--- config.mk ---
export PLATFORM = sky130hd
export DESIGN_NAME = seq_divider
export DESIGN_NICKNAME = d
export VERILOG_FILES = /design/src/rtl/seq_divider.sv
export SDC_FILE = /design/constraint.sdc
export NUM_CORES = 1
export LEC_CHECK = 0
export ABC_AREA = 1
export CAP_MARGIN = 10
export CORE_UTILIZATION = 30
export DETAILED_ROUTE_END_ITERATION = 10
export REMOVE_ABC_BUFFERS = 1
export SLEW_MARGIN = 20
export SYNTH_ARGS = -nofsm -noshare
export SYNTH_HDL_FRONTEND = slang
export SYNTH_SLANG_ARGS = --single-unit
--- constraint.sdc ---
create_clock -name clock -period 6.1 [get_ports clock]
set_clock_uncertainty 0.1 [all_clocks]
set_input_delay 1.22 -clock clock [delete_from_list [all_inputs] [get_ports clock]]
set_output_delay 1.22 -clock clock [all_outputs]
set_load 0.02 [all_outputs]
--- src/rtl/seq_divider.sv ---
// seq_divider: iterative 32-bit signed divider, restoring shift/subtract,
// one quotient bit per cycle. Divide-by-zero and the single signed overflow
// case (0x80000000 / -1) bypass the loop and finish two cycles after start.
module seq_divider (
  input  logic                clock,
  input  logic                reset_n,
  input  logic                start,
  input  logic signed [31:0]  A,
  input  logic signed [31:0]  B,
  output logic                busy,
  output logic                done,
  output logic signed [31:0]  quotient,
  output logic signed [31:0]  remainder,
  output logic                div_by_zero,
  output logic                overflow
);

  localparam int DATA_W = 32;

  typedef enum logic [2:0] {IDLE, PREP, ITER, FIXUP, DONE} state_t;

  state_t                    state_q, state_d;
  logic [4:0]                count_q;

  // Operand and loop datapath; these carry no reset since every field is
  // rewritten before it is consumed.
  logic signed [DATA_W-1:0]  a_q, b_q;
  logic [DATA_W-1:0]         bmag_q;
  logic [DATA_W-1:0]         rem_q;
  logic [DATA_W-1:0]         q_q;

  logic [DATA_W:0]           shifted, trial;
  logic                      b_zero, ovf_case;

  // Magnitude of a two's-complement value; |0x80000000| stays 0x80000000.
  function automatic logic [DATA_W-1:0] magnitude(input logic signed [DATA_W-1:0] x);
    return x[DATA_W-1] ? DATA_W'(-x) : DATA_W'(x);
  endfunction

  // Conditional two's-complement negation, modulo 2^32.
  function automatic logic [DATA_W-1:0] negate_if(input logic [DATA_W-1:0] x,
                                                  input logic            neg);
    return neg ? (~x + 1'b1) : x;
  endfunction

  assign b_zero   = (b_q == '0);
  assign ovf_case = (a_q == {1'b1, {(DATA_W-1){1'b0}}}) && (b_q == '1);

  assign busy = (state_q != IDLE);
  assign done = (state_q == DONE);

  // One restoring step: the partial remainder is always below |B| between
  // steps, so its 33rd bit is zero and only the low 32 bits are stored.
  always_comb begin
    shifted = {rem_q, q_q[DATA_W-1]};
    trial   = shifted - {1'b0, bmag_q};
  end

  // Next-state logic for the divide sequence.
  always_comb begin
    state_d = state_q;
    case (state_q)
      IDLE:    if (start) state_d = PREP;
      PREP:    state_d = (b_zero || ovf_case) ? DONE : ITER;
      ITER:    if (count_q == 5'd31) state_d = FIXUP;
      FIXUP:   state_d = DONE;
      DONE:    state_d = IDLE;
      default: state_d = IDLE;
    endcase
  end

  // Control state, step counter and the registered result outputs.
  always_ff @(posedge clock or negedge reset_n) begin
    if (!reset_n) begin
      state_q     <= IDLE;
      count_q     <= '0;
      quotient    <= '0;
      remainder   <= '0;
      div_by_zero <= 1'b0;
      overflow    <= 1'b0;
    end else begin
      state_q <= state_d;
      case (state_q)
        IDLE: begin
          if (start) begin
            div_by_zero <= 1'b0;
            overflow    <= 1'b0;
          end
        end
        PREP: begin
          count_q <= '0;
          if (b_zero) begin
            quotient    <= '1;
            remainder   <= a_q;
            div_by_zero <= 1'b1;
          end else if (ovf_case) begin
            quotient  <= {1'b1, {(DATA_W-1){1'b0}}};
            remainder <= '0;
            overflow  <= 1'b1;
          end
        end
        ITER: count_q <= count_q + 5'd1;
        FIXUP: begin
          quotient  <= negate_if(q_q, a_q[DATA_W-1] ^ b_q[DATA_W-1]);
          remainder <= negate_if(rem_q, a_q[DATA_W-1]);
        end
        default: ;
      endcase
    end
  end

  // Operand capture and the shift/subtract datapath.
  always_ff @(posedge clock) begin
    case (state_q)
      IDLE: begin
        if (start) begin
          a_q <= A;
          b_q <= B;
        end
      end
      PREP: begin
        rem_q  <= '0;
        q_q    <= magnitude(a_q);
        bmag_q <= magnitude(b_q);
      end
      ITER: begin
        rem_q <= trial[DATA_W] ? shifted[DATA_W-1:0] : trial[DATA_W-1:0];
        q_q   <= {q_q[DATA_W-2:0], ~trial[DATA_W]};
      end
      default: ;
    endcase
  end

endmodule

==> flow_summary.yaml <==
routing:
  firstDrtPassIters: 5
  drc_errors: 0
  drt_iter0_markers: 881
  top_layer: "met4"
  avgRoutedWirePerCell_um: 15.2
  vias: 14100
  wl_met1_um: 20600
  viasPerCell: 4.69
  ant_nets: 0
  drt-total-wl_um: 45600
  wl_met3_um: 1790
  met2WireLength_um: 21900
timing:
  min_period_over_period_pct: 57.0
  tns_ps: 0
  rsz0062_at_grt: "false"
  worst_pin_slew_ps: 1020
  relSlewSlack_pct: 32.0
  setup-violations-final: 0
  fmax_mhz: 288
  period_needed_ps: 3480
  slew_violations: 0
  finalHoldViolations: 0
yosys:
  synth_top_family_by_area: "simple AND/OR/NAND/NOR gates"
  ys_seq_elements: 234
  synth_edf_count: 160
  syn_area_per_cell_um2: 7.11
  ys.flop_type: "edfxtp_1"
  synth_compound_area_share_pct: 5.93
  yosysSeqAreaShare_pct: 42.8
  syn_inst: 2188
  synth_top_area_share_pct: 30.9
  synthDistinctLibCells: 41
  muxShareOfSynthArea_pct: 0
  ys_async_sr_fraction_pct: 31.6
  synth_xor_area_share_pct: 3.60
  synth-simple-area-share_pct: 35.2
  ys_warn_count: 0
  syn_area_um2: 15500
  yosysTopAreaCell: "edfxtp_1"
  synth_fa_ha_area_share_pct: 3.27
  synth_area_leaders: "edfxtp_1, nand2_1, dfrtp_1"
layout:
  layout_common_cells: "nand2_1, inv_1, nand3_1, nor2_1, edfxtp_1"
  diodes: 0
  fin_nets: 2407
  area_growth_pct: 18.9
  final_common_cell: "nand2_1"
  fillers: 5449
  fin_cells: 3000
  utilization_pct: 36.0
  design_area_um2: 18500
  drive_above_1_share_pct: 3.58
power_and_ir_drop:
  power_density_nw_per_um2: 541
  cellLeakagePower_nw: 8.81
  finalPower_w: 0.0100
  vdd_ir_drop_max_v: 0.000225
clocking:
  cts_tree: "done"
  cts-resized-gates: 0
  h-tree-depth: 1
  postCtsSetupBuffers: 0
  cts.sink_count: 234
  cts_buffers: 28
  postCtsHoldBufs: 0
  clk_path_buf_depth: 3
  root_buffer: "clkbuf_16"
  cts.clk_slew.worst_paths_ps: 60
  clkLatencyLatePin_ps: 560
worst_setup_path:
  path_class: "flip-flop to flip-flop"
  cp_max_fo: 39
  critPathLaunchType: "flip-flop"
  r2r_setup_slack_ps: 2620
  cp.required_ps: 6500
  worstReg2RegStart: "b_q[31]"
  cp.arrival_ps: 3880
  end_kind: "flip-flop"
  r2r-end: "remainder[14]"
  rr_worst_depth: 8
worst_hold_path:
  hold_end: "bmag_q[0]"
  min_from: "b_q[0]"
  min_path_type: "flip-flop to flip-flop"
  whs_path_depth: 0
grt:
  grt_max_degree: 83
  grt_pass1_vias: 13600
  overflow: 0
  grt_usage_pct: 17.1
  antenna_found_initial: 0
  grt_pass1_wl_um: 72200
placed_design:
  placedCellCount: 2950
  dpl_cell_area_um2: 17500
  dpl.hpwl_um: 35500
  numPortBuffers: 134
  gp_congestion: 0.889
die:
  start_util_pct: 30.3
  rows: 83
  coreArea_um2: 51300
  die_w_um: 230
  die_area_um2: 52700
  die_h_um: 230
  io_pins: 135
flow_run:
  drv_cap: 0
outcome:
  status: "completed"
## per-stage QoR
step / setup WS (ps) / hold slack [ps]
floorplan: -2540 / 357
global placement: 2560 / 368
CTS: 2620 / 399
finish: 2620 / 392
detailed placement: 2520 / 388
global route: 2320 / 428
## logic make-up (layout without fill, tap and decap cells)
group / after synthesis / after routing
buffers and inverters: 360 / 492
DFF: 234 / 234
adders and majority gates: 40 / 40
xor gates and xnor gates: 63 / 63
and+or+nand+nor: 1314 / 1314
AOI/OAI and AO/OA: 177 / 177
## layout make-up
| type | count | area [µm²] | area share, % |
|---|---|---|---|
| clock buffer | 39 | 762 | 4.12 |
| multi-input combinational | 1594 | 7490 | 40.5 |
| tap | 680 | 851 | 4.60 |
| sequential | 234 | 6660 | 36.0 |
| timing repair buffer | 148 | 1440 | 7.81 |
| inverter | 294 | 1100 | 5.98 |
| clock inverter | 11 | 178 | 0.961 |
## power breakdown
part | total [W] | internal (W) | switching [W]
combinational | 0.00517 | 0.00171 | 0.00346
clock | 0.00171 | 0.00104 | 0.000669
sequential | 0.00312 | 0.00252 | 0.000599
total | 0.0100 | 0.00527 | 0.00473
## critical path, cell delays in order, from the launching register on
cell	delay [ps]
edfxtp_1	680
nor4_2	470
nand3_1	380
nand2_1	210
nand2_2	330
nand2_2	560
buf_4	470
nand2_1	120
nand2_1	70
## flip-flops by register name, summed over array words and instances (netlist names), 5 cells and up
| name | cells |
|---|---|
| a_q | 32 |
| b_q | 32 |
| bmag_q | 32 |
| count_q | 5 |
| q_q | 32 |
| quotient | 32 |
| rem_q | 32 |
| remainder | 32 |
## cells in the mapped netlist (9+ instances only)
| master | count |
|---|---|
| buf_2 | 9 |
| xnor2_1 | 13 |
| nor2_1 | 249 |
| clkbuf_1 | 40 |
| nor3_1 | 22 |
| a21oi_1 | 44 |
| nand2_1 | 720 |
| nand3_1 | 261 |
| ha_1 | 39 |
| xor2_1 | 49 |
| edfxtp_1 | 160 |
| inv_1 | 291 |
| o21ai_0 | 116 |
| nand4_1 | 28 |
| dfrtp_1 | 74 |
## layer usage
layer / vias up / track usage, %
li1: 7248 / -
met1: 6394 / 22.2
met2: 348 / 29.8
met3: 80 / 1.88
met4: 0 / 5.10
met5: - / 0
## worst max-delay path by stage
stage | startpoint | to | slack [ps] | cells after the start
floorplan | state_q[2] | q_q[0] | -2540 | 3
global placement | start | b_q[0] | 2560 | 4
detailed placement | start | b_q[0] | 2520 | 4
CTS | b_q[0] | remainder[17] | 2620 | 13
global route | b_q[0] | quotient[31] | 2320 | 13
finish | b_q[31] | remainder[14] | 2620 | 8
No activity file was read; power rests on OpenSTA's default activity.
